--- src/rtl/hc595_rx.sv ---
// Receive-side 74HC595 chain model: oversamples shcp/stcp/ds/oe and rebuilds the latched frame.
// Optional per-digit scan capture (digit_seg, scan_err) is built when HC595_RX_SCAN_EN is defined.
module hc595_rx #(
    parameter int unsigned DATA_W  = 14,
    parameter int unsigned SEL_W   = 6,
    parameter int unsigned SYNC_ST = 2
) (
    input  logic                      sys_clk,
    input  logic                      sys_rst,
    input  logic                      shcp,
    input  logic                      stcp,
    input  logic                      ds,
    input  logic                      oe,
    output logic [DATA_W-1:0]         par_data,
    output logic [DATA_W-SEL_W-1:0]   seg,
    output logic [SEL_W-1:0]          sel,
    output logic                      out_en,
    output logic                      data_valid,
`ifdef HC595_RX_SCAN_EN
    output logic [SEL_W*(DATA_W-SEL_W)-1:0] digit_seg,
    output logic                      scan_err,
`endif
    output logic                      frame_err
);

    localparam int unsigned SEG_W = DATA_W - SEL_W;
    localparam int unsigned CNT_W = $clog2(DATA_W + 2);
    localparam logic [CNT_W-1:0] CntFull = CNT_W'(DATA_W);
    localparam logic [CNT_W-1:0] CntMax  = CNT_W'(DATA_W + 1);

    logic [SYNC_ST-1:0] shcp_sync_q, stcp_sync_q, ds_sync_q, oe_sync_q;
    logic               shcp_edge_q, stcp_edge_q;
    logic [DATA_W-1:0]  sreg_q, sreg_d;
    logic [DATA_W-1:0]  latch_q, latch_d;
    logic [CNT_W-1:0]   cnt_q, cnt_d;
    logic               out_en_q, data_valid_q, frame_err_q;
    logic               shcp_rise, stcp_rise, ds_s;

    assign shcp_rise = shcp_sync_q[SYNC_ST-1] & ~shcp_edge_q;
    assign stcp_rise = stcp_sync_q[SYNC_ST-1] & ~stcp_edge_q;
    assign ds_s      = ds_sync_q[SYNC_ST-1];

    always_ff @(posedge sys_clk or posedge sys_rst) begin
        if (sys_rst) begin
            shcp_sync_q <= '0;
            stcp_sync_q <= '0;
            ds_sync_q   <= '0;
            oe_sync_q   <= '0;
            shcp_edge_q <= 1'b0;
            stcp_edge_q <= 1'b0;
        end else begin
            shcp_sync_q <= {shcp_sync_q[SYNC_ST-2:0], shcp};
            stcp_sync_q <= {stcp_sync_q[SYNC_ST-2:0], stcp};
            ds_sync_q   <= {ds_sync_q[SYNC_ST-2:0], ds};
            oe_sync_q   <= {oe_sync_q[SYNC_ST-2:0], oe};
            shcp_edge_q <= shcp_sync_q[SYNC_ST-1];
            stcp_edge_q <= stcp_sync_q[SYNC_ST-1];
        end
    end

    // On a coincident shcp/stcp rise the latch takes the pre-shift register, and the
    // new bit starts the next frame.
    always_comb begin
        sreg_d  = sreg_q;
        latch_d = latch_q;
        cnt_d   = cnt_q;
        if (stcp_rise) begin
            latch_d = sreg_q;
            cnt_d   = '0;
        end
        if (shcp_rise) begin
            sreg_d = {sreg_q[DATA_W-2:0], ds_s};
            if (stcp_rise) begin
                cnt_d = CNT_W'(1);
            end else if (cnt_q != CntMax) begin
                cnt_d = cnt_q + CNT_W'(1);
            end
        end
    end

    always_ff @(posedge sys_clk or posedge sys_rst) begin
        if (sys_rst) begin
            sreg_q       <= '0;
            latch_q      <= '0;
            cnt_q        <= '0;
            out_en_q     <= 1'b0;
            data_valid_q <= 1'b0;
            frame_err_q  <= 1'b0;
        end else begin
            sreg_q       <= sreg_d;
            latch_q      <= latch_d;
            cnt_q        <= cnt_d;
            out_en_q     <= ~oe_sync_q[SYNC_ST-1];
            data_valid_q <= stcp_rise;
            frame_err_q  <= stcp_rise && (cnt_q != CntFull);
        end
    end

    assign par_data   = latch_q & {DATA_W{out_en_q}};
    assign seg        = par_data[DATA_W-1:SEL_W];
    assign sel        = par_data[SEL_W-1:0];
    assign out_en     = out_en_q;
    assign data_valid = data_valid_q;
    assign frame_err  = frame_err_q;

`ifdef HC595_RX_SCAN_EN
    logic [SEL_W*SEG_W-1:0] digit_q, digit_d;
    logic [SEL_W-1:0]       new_sel;
    logic                   sel_onehot;
    logic                   scan_err_q;

    // Decoded from the raw latch value so slot capture ignores oe.
    assign new_sel    = latch_d[SEL_W-1:0];
    assign sel_onehot = (new_sel != '0) && ((new_sel & (new_sel - SEL_W'(1))) == '0);

    always_comb begin
        digit_d = digit_q;
        if (stcp_rise && sel_onehot) begin
            for (int k = 0; k < int'(SEL_W); k++) begin
                if (new_sel[k]) begin
                    digit_d[k*SEG_W +: SEG_W] = latch_d[DATA_W-1:SEL_W];
                end
            end
        end
    end

    always_ff @(posedge sys_clk or posedge sys_rst) begin
        if (sys_rst) begin
            digit_q    <= '0;
            scan_err_q <= 1'b0;
        end else begin
            digit_q    <= digit_d;
            scan_err_q <= stcp_rise && !sel_onehot;
        end
    end

    assign digit_seg = digit_q;
    assign scan_err  = scan_err_q;
`endif

endmodule
--- config.mk ---
export PLATFORM = sky130hd
export DESIGN_NAME = hc595_rx
export DESIGN_NICKNAME = d
export VERILOG_FILES = /design/src/rtl/hc595_rx.sv
export SDC_FILE = /design/constraint.sdc
export NUM_CORES = 1
export LEC_CHECK = 0
export BUFFER_PORTS_ARGS = -buffer_cell sky130_fd_sc_hd__buf_2
export CAP_MARGIN = 15
export CORE_MARGIN = 2
export CORE_UTILIZATION = 41
export DETAILED_ROUTE_END_ITERATION = 8
export PLACE_DENSITY_LB_ADDON = 0.15
export SETUP_SLACK_MARGIN = 0.5
export SYNTH_ARGS = -nofsm -noshare
export SYNTH_HDL_FRONTEND = slang
export SYNTH_SLANG_ARGS = --single-unit
--- constraint.sdc ---
create_clock -name sys_clk -period 1.6 [get_ports sys_clk]
set_input_delay 0.24 -clock sys_clk [delete_from_list [all_inputs] [get_ports sys_clk]]
set_output_delay 0.24 -clock sys_clk [all_outputs]
set_load 0.1 [all_outputs]
==> run summary, run 1 <==
status -> finished, final reports clean
max_cap viols -> 0
top cells by area, synth -> dfrtp_1 60%, nand2_1 18%, buf_4 7.2%
total CTS buffers -> 5
post-synthesis register bit count -> 45
Post-Route WL -> 3330 microns
Synth area leader -> dfrtp_1
Slew headroom -> 67.8%
final net count -> 233
Syn Inst Count -> 189
Worst VDD drop -> 819 uV
DIE AREA -> 5110 sq um
CP arrival -> 1220 ps
most frequent cells in the layout -> 88 x nand2_1, 41 x dfrtp_1, 30 x buf_12
top cell type's share of synthesized area -> 60.3%
routed wirelength normalized by instance count -> 12.0 microns
syn avg cell area -> 9.88 sq um
synth unique cells -> 23
wl on met1 -> 1360 microns
CTS sink cnt -> 45
row cnt -> 24
clock slew at reported path FFs -> 80 ps
Worst setup EP type -> primary output
ant diodes -> 0
HPWL after detailed placement -> 2450 microns
Worst Slack Setup Final -> 139 ps
clock latency on the worst-skew pair -> 290 ps
global-route wire length before repair -> 5730 microns
Required @ worst endpoint -> 1360 ps
DR iter-0 viols -> 54
final setup vio count -> 0
Die W -> 71.5 microns
CP Launch Type -> register
Max clock buf depth -> 2
DP Area -> 2470 sq um
CTS HTree Levels -> 2
final cycle utilization of the critical path -> 91.3%
FMAX -> 0.684 GHz
Port Buffers -> 36
worst slack, placed -> 410 ps
syn_nets -> 197
cell count after placement -> 260
highest routed layer -> met4
sequential share of the synthesized area -> 60.3%
Post-Synthesis Cell Area -> 1870 sq um
final worst path period need -> 1460 ps
DRT Pass-1 Iters -> 4
cell leakage power -> 1.35 nW
Met2 Routed Length -> 1740 microns
Cell Count, Final, Fillers Out -> 278
clk_skew -> 7.70 ps
initial antenna violation count -> 0
Synth warnings -> 0
CTS tree -> done
commonest non-fill, non-tap cell in the layout -> nand2_1
share of layout cells above drive strength 1 -> 38.1%
Worst Tran Pin Value -> 482 ps
Starting Density -> 42.6%
Hold WC Path Type -> input pin to register
RSZ-0062 raised after global routing -> yes
WL met3 -> 159 microns
GRT Total Usage -> 14.4%
Hold Vio Cnt, Final -> 0
routed vias/inst -> 4.71
Antenna Nets Post-Route -> 0
GPL Wtd Cong -> 0.763
Crit Path Class -> register to primary output
final slew viol count -> 0
core area -> 4380 sq um
vias in the first global route -> 1,278
area growth from synthesis to layout -> 47.1%
Max FO, Critical Path -> 15
total number of vias -> 1,309
PwrDens -> 1290 nW/um^2
# fillers -> 350
die height -> 71.5 microns
I/O Pins -> 37
Residual DRC -> 0
clk root buf -> clkbuf_8
final instance area -> 2750 sq um
pin count of the biggest net entering global routing -> 26
grt ovf -> 0
Yosys cell counts (all sizes together):
cell type,number
a311oi,1
and2,14
ha,2
dfrtp,45
nor2b,1
a41oi,1
a31oi,2
nand2b,2
a21oi,2
nor4,1
nand3,1
and4b,1
a211oi,1
and4,1
inv,4
clkbuf,1
buf,20
nand2,88
nor3,1
state kept, by name (all words and copies together), names as in the netlist:
name / cells
shcp_sync_q: 2
frame_err: 1
oe_sync_q: 2
data_valid: 1
cnt_q: 4
shcp_edge_q: 1
out_en: 1
stcp_edge_q: 1
sreg_q: 14
stcp_sync_q: 2
latch_q: 14
ds_sync_q: 2
final timing paths:
path                                start              to  slack (ps)  cells after the start
min reg2reg                shcp_sync_q[0]  shcp_sync_q[1]         350                      0
max in group asynchronous         sys_rst          out_en         620                      4
min                                    oe    oe_sync_q[0]          50                      1
min in group asynchronous         sys_rst  stcp_sync_q[0]         510                      3
max reg2reg                      cnt_q[0]        cnt_q[3]         460                      3
max                                out_en          seg[7]         140                      2
per-stage QoR:
| step | total power [mW] | hold WS (ps) | util, % | setup TNS (ps) |
|---|---|---|---|---|
| after global placement | 2.65 | 278 | 56.3 | 0 |
| after CTS | 3.54 | 39.7 | 61.2 | 0 |
| after detailed placement | 2.69 | 289 | 56.3 | 0 |
| after floorplan | 2.41 | 251 | - | -422 |
| final | 3.54 | 45.7 | 62.7 | 0 |
| after global routing | 3.70 | 30.6 | 62.7 | 0 |
cell type report:
cell class                 instances  area (sq um)  area share, %
tap                               52          65.1           2.37
multi-input combinational        119           654           23.8
inverter                           4          23.8          0.865
clock buffer                       6          72.6           2.64
sequential                        45          1130           41.3
clock inverter                     2          35.0           1.28
timing repair buffer              50           763           27.8
where the power goes:
part	total [mW]	internal (mW)	switching (mW)	leakage, nW
combinational	1.29	0.467	0.827	0.718
sequential	1.43	1.30	0.125	0.576
clock	0.821	0.463	0.358	0.0552
layer usage:
| layer | vias up | global-route usage (%) |
|---|---|---|
| met3 | 7 | 3.80 |
| met5 | - | 0 |
| li1 | 643 | - |
| met2 | 35 | 25.3 |
| met1 | 624 | 16.5 |
| met4 | 0 | 6.50 |
cells by family after synthesis:
family / Yosys count / share of synthesized area, %
flip-flops: 45 / 60.3
adder cells (fa/ha/maj): 2 / 1.34
buffers and inverters: 25 / 9.38
AND/OR/NAND/NOR: 110 / 25.9
AO/OA/AOI/OAI: 7 / 3.08
what timing repair did:
action,in CTS,in global routing
endpoints found under the hold margin,20,0
endpoints found under the setup margin,48,49
resized for setup,11,7
pin swaps,2,2
hold buffers,1,0
buffers inserted,5,4
gates cloned,0,0
worst max-delay path, cell delays in order (launching register included):
cell	delay (ps)
dfrtp_4	550
and2_4	210
buf_12	160
(Power assumes the default switching activity.)
==> run 2, diff against run 1 <==
Settings changed: CELL_PAD_IN_SITES_DETAIL_PLACEMENT set to 2, CELL_PAD_IN_SITES_GLOBAL_PLACEMENT set to 2, CORE_UTILIZATION 41 to 33, SKIP_CTS_REPAIR_TIMING set to 1.
==> run summary, run 2 (synthesis results as in run 1) <==
RSZ-0062 raised after global routing -> yes
Worst Slack Setup Final -> 121 ps
CTS sink cnt -> 45
crit path launch -> out_en
CP arrival -> 1240 ps
GRT Max-Usage Layer -> met2
# fillers -> 538
Psw -> 1.40 mW
Worst R2R Path Depth -> 4
HPWL after detailed placement -> 3350 microns
P_int -> 2.40 mW
routed wirelength normalized by instance count -> 16.3 microns
final cycle utilization of the critical path -> 92.4%
Worst VDD drop -> 477 uV
clk_skew -> 11.4 ps
DR iter-0 viols -> 30
die height -> 79.2 microns
global-route wire length before repair -> 7620 microns
Die W -> 79.2 microns
clock power share -> 26.8%
clk root buf -> clkbuf_8
clock latency on the worst-skew pair -> 310 ps
final worst path period need -> 1480 ps
total CTS buffers -> 5
Required @ worst endpoint -> 1360 ps
ant diodes -> 0
share of layout cells above drive strength 1 -> 41.2%
final setup vio count -> 0
TNS Setup -> 0 ps
DP Area -> 2490 sq um
max_cap viols -> 0
Top Registers -> latch_q: 14 flops, sreg_q: 14 flops, cnt_q: 4 flops
final net count -> 233
status -> finished, violations left
Slew headroom -> 63.1%
Cell Chain, Critical Path -> and2_4 -> buf_12
Worst setup EP type -> primary output
PwrDens -> 1360 nW/um^2
core area -> 5470 sq um
GR Layer Usage met3 -> 4.66%
Reg area -> 1140 sq um
cell leakage power -> 1.37 nW
FMAX -> 0.676 GHz
CTS tree -> done
worst hold margin -> -19.2 ps
clock slew at reported path FFs -> 90 ps
reg2reg end -> cnt_q[1]
total number of vias -> 1,385
CP endpoint -> seg[7]
failing checks -> hold timing
initial antenna violation count -> 0
switching share of total power -> 36.8%
final slew viol count -> 0
DRT Pass-1 Iters -> 3
I/O Pins -> 37
worst reg-to-reg setup slack -> 440 ps
slowest stage delay, CP -> 560 ps
Max FO, Critical Path -> 15
GPL Wtd Cong -> 0.714
final instance area -> 2800 sq um
vias in the first global route -> 1,455
Hold WC Path Type -> input pin to asynchronous set/reset pin
Residual DRC -> 0
CTS HTree Levels -> 2
area of the multi-input gates -> 678 sq um
Starting Density -> 34.1%
row cnt -> 27
area growth from synthesis to layout -> 49.7%
GRT Total Usage -> 16.0%
GRT met1 Usage -> 18.3%
logic gate share of total power -> 35.1%
grt ovf -> 0
routed vias/inst -> 4.65
Worst Tran Pin Value -> 553 ps
DIE AREA -> 6280 sq um
R2R Path Start -> cnt_q[0]
Antenna Nets Post-Route -> 0
CP Launch Type -> register
Max clock buf depth -> 2
Hold Vio Cnt, Final -> 23
Reg power frac -> 38.1%
Post-Route WL -> 4850 microns
M2 GR Usage -> 28.1%
commonest non-fill, non-tap cell in the layout -> nand2_1
most frequent cells in the layout -> 88 x nand2_1, 39 x dfrtp_1, 28 x buf_12
Port Buffers -> 36
Crit Path Class -> register to primary output
Stages on worst setup path -> 2
worst slack, placed -> 380 ps
Top delay family on crit path -> flip-flops
worst path bufs/invs -> 1
pin count of the biggest net entering global routing -> 26
Critical-path top delay cell -> dfrtp_4
## run 2: how the worst min path moves through the flow
stage | startpoint | depth (start not counted) | endpoint | slack, ps
2_1_floorplan | sys_rst | 1 | cnt_q[0] | 250
3_3_place_gp | sys_rst | 2 | out_en | 310
3_5_place_dp | sys_rst | 2 | latch_q[10] | 330
4_1_cts | sys_rst | 2 | latch_q[6] | 2
5_1_grt | sys_rst | 2 | latch_q[0] | 6
6_report | sys_rst | 2 | latch_q[7] | -20
## run 2: power groups by stage
stage | sequential (mW) | combinational (mW) | clock (mW)
after floorplan | 1.44 | 0.976 | 0
after global routing | 1.47 | 1.40 | 1.10
after CTS | 1.44 | 1.27 | 1.04
final | 1.45 | 1.33 | 1.02
after global placement | 1.44 | 1.22 | 0
after detailed placement | 1.46 | 1.26 | 0
## run 2: layout make-up
type                       instances  area share [%]
timing repair inverter             1           0.224
sequential                        45            40.6
multi-input combinational        119            24.3
clock inverter                     3            2.33
clock buffer                       5            2.46
inverter                           4           0.850
tap                               72            3.22
timing repair buffer              49            26.0
## run 2: worst register-to-register path, cell delays in order, from the launching register on
cell and delay (ps):
dfrtp_2 460, ha_4 210, nand3_4 90, a21oi_2 60
a311oi_2 250
## run 2: stage by stage
stage | instances | utilization [%] | hold WS, ps | power, mW
floorplan | 189 | - | 251 | 2.41
global placement | 281 | 45.5 | 305 | 2.66
detailed placement | 281 | 45.5 | 329 | 2.72
CTS | 289 | 47.9 | 2.01 | 3.75
global route | 298 | 51.1 | 5.54 | 3.97
finish | 298 | 51.1 | -19.2 | 3.79
## run 2: routing by layer
layer  routed length [microns]  vias up
met5                         0        -
met4                        65        0
met3                       252        5
met2                      2570       36
met1                      1970      700
li1                          -      644
==> run 3, diff against run 2 <==
Settings changed: CELL_PAD_IN_SITES_DETAIL_PLACEMENT 2 to 1.
==> run summary, run 3 (synthesis results as in run 1) <==
Starting Density -> 34.1%
Residual DRC -> 0
Worst setup EP type -> primary output
most frequent cells in the layout -> 88 x nand2_1, 39 x dfrtp_1, 34 x buf_12
vias in the first global route -> 1,379
Critical-path top delay cell -> dfrtp_4
Antenna Nets Post-Route -> 0
Max FO, Critical Path -> 15
PwrDens -> 1240 nW/um^2
CP Launch Type -> register
clk_skew -> 5.80 ps
RSZ-0062 raised after global routing -> yes
worst hold margin -> -12.6 ps
Core Util, Final -> 52.4%
CTS HTree Levels -> 2
Required @ worst endpoint -> 1360 ps
GRT Total Usage -> 13.4%
total number of vias -> 1,365
final worst path period need -> 1470 ps
Worst Slack Setup Final -> 134 ps
cell count after placement -> 281
Crit Path Class -> register to primary output
Reg area -> 1140 sq um
total CTS buffers -> 5
final net count -> 237
final slew viol count -> 0
max_cap viols -> 0
Worst Tran Pin Value -> 552 ps
ant diodes -> 0
DP Area -> 2490 sq um
share of layout cells above drive strength 1 -> 42.6%
clock power share -> 21.6%
status -> finished, violations left
GPL Wtd Cong -> 0.714
Psw -> 1.35 mW
FMAX -> 0.682 GHz
clock latency on the worst-skew pair -> 290 ps
DRT Pass-1 Iters -> 4
Worst VDD drop -> 600 uV
pin count of the biggest net entering global routing -> 26
CP arrival -> 1230 ps
grt ovf -> 0
CTS sink cnt -> 45
Max clock buf depth -> 2
worst slack, placed -> 374 ps
Worst R2R Path Depth -> 4
area growth from synthesis to layout -> 53.4%
cell leakage power -> 1.39 nW
I/O Pins -> 37
final setup vio count -> 0
# fillers -> 592
row cnt -> 27
HPWL after detailed placement -> 2920 microns
commonest non-fill, non-tap cell in the layout -> nand2_1
global-route wire length before repair -> 6490 microns
Hold WC Path Type -> input pin to asynchronous set/reset pin
core area -> 5470 sq um
slowest stage delay, CP -> 550 ps
final cycle utilization of the critical path -> 91.6%
Hold Vio Cnt, Final -> 23
final instance area -> 2870 sq um
die height -> 79.2 microns
CTS tree -> done
DIE AREA -> 6280 sq um
Cell Count, Final, Fillers Out -> 302
switching share of total power -> 38.1%
Reg power frac -> 40.4%
failing checks -> hold timing
routed wirelength normalized by instance count -> 13.3 microns
Cell Chain, Critical Path -> and2_4 -> buf_12
area of the multi-input gates -> 686 sq um
clk root buf -> clkbuf_8
logic gate share of total power -> 38.0%
Post-Route WL -> 4000 microns
clock slew at reported path FFs -> 80 ps
routed vias/inst -> 4.52
Die W -> 79.2 microns
Port Buffers -> 36
P_int -> 2.19 mW
Slew headroom -> 63.1%
initial antenna violation count -> 0
Top Registers -> latch_q: 14 flops, sreg_q: 14 flops, cnt_q: 4 flops
DR iter-0 viols -> 53
## run 3: critical path, delay by kind of cell (launching register included)
kind          cells  cell delay (ps)
flops             1              550
simple gates      1              210
buf+inv           1              160
## run 3: path summary, 6_finish.rpt
| path | start | end | slack [ps] |
|---|---|---|---|
| worst min register to register | oe_sync_q[0] | oe_sync_q[1] | 360 |
| worst max-delay path | out_en | seg[7] | 130 |
| max in group asynchronous | sys_rst | sreg_q[0] | 1030 |
| min in group sys_clk | stcp | stcp_sync_q[0] | 40 |
| worst min-delay path | sys_rst | latch_q[1] | -10 |
| worst max register to register | shcp_sync_q[1] | cnt_q[1] | 460 |
## run 3: final cells by class
type                            instances  share of cell area [%]
Clock buffer                            7                    3.36
Clock inverter                          1                   0.175
Inverter                                4                   0.917
Multi-Input combinational cell        119                    23.9
Sequential cell                        45                    39.7
Tap cell                               72                    3.14
Timing Repair Buffer                   54                    28.8
## run 3: power groups by stage
stage / clock, mW / combinational (mW) / sequential [mW]
finish: 0.765 / 1.35 / 1.43
global route: 0.845 / 1.42 / 1.45
CTS: 0.795 / 1.25 / 1.43
detailed placement: 0 / 1.25 / 1.45
global placement: 0 / 1.22 / 1.44
floorplan: 0 / 0.976 / 1.44
## run 3: routing by layer
metal,share of wire [%],vias up,GRT usage [%]
met5,0,-,0
met4,2.0,0,5.17
met3,6.6,9,4.55
met2,51,38,22.7
met1,40,661,15.6
li1,-,657,-
## run 3: stage by stage
step	TNS, ps	power (mW)	hold slack [ps]
floorplan	-422	2.41	251
global placement	0	2.66	305
detailed placement	0	2.70	326
CTS	0	3.47	-2.58
global route	0	3.72	11.7
finish	0	3.54	-12.6
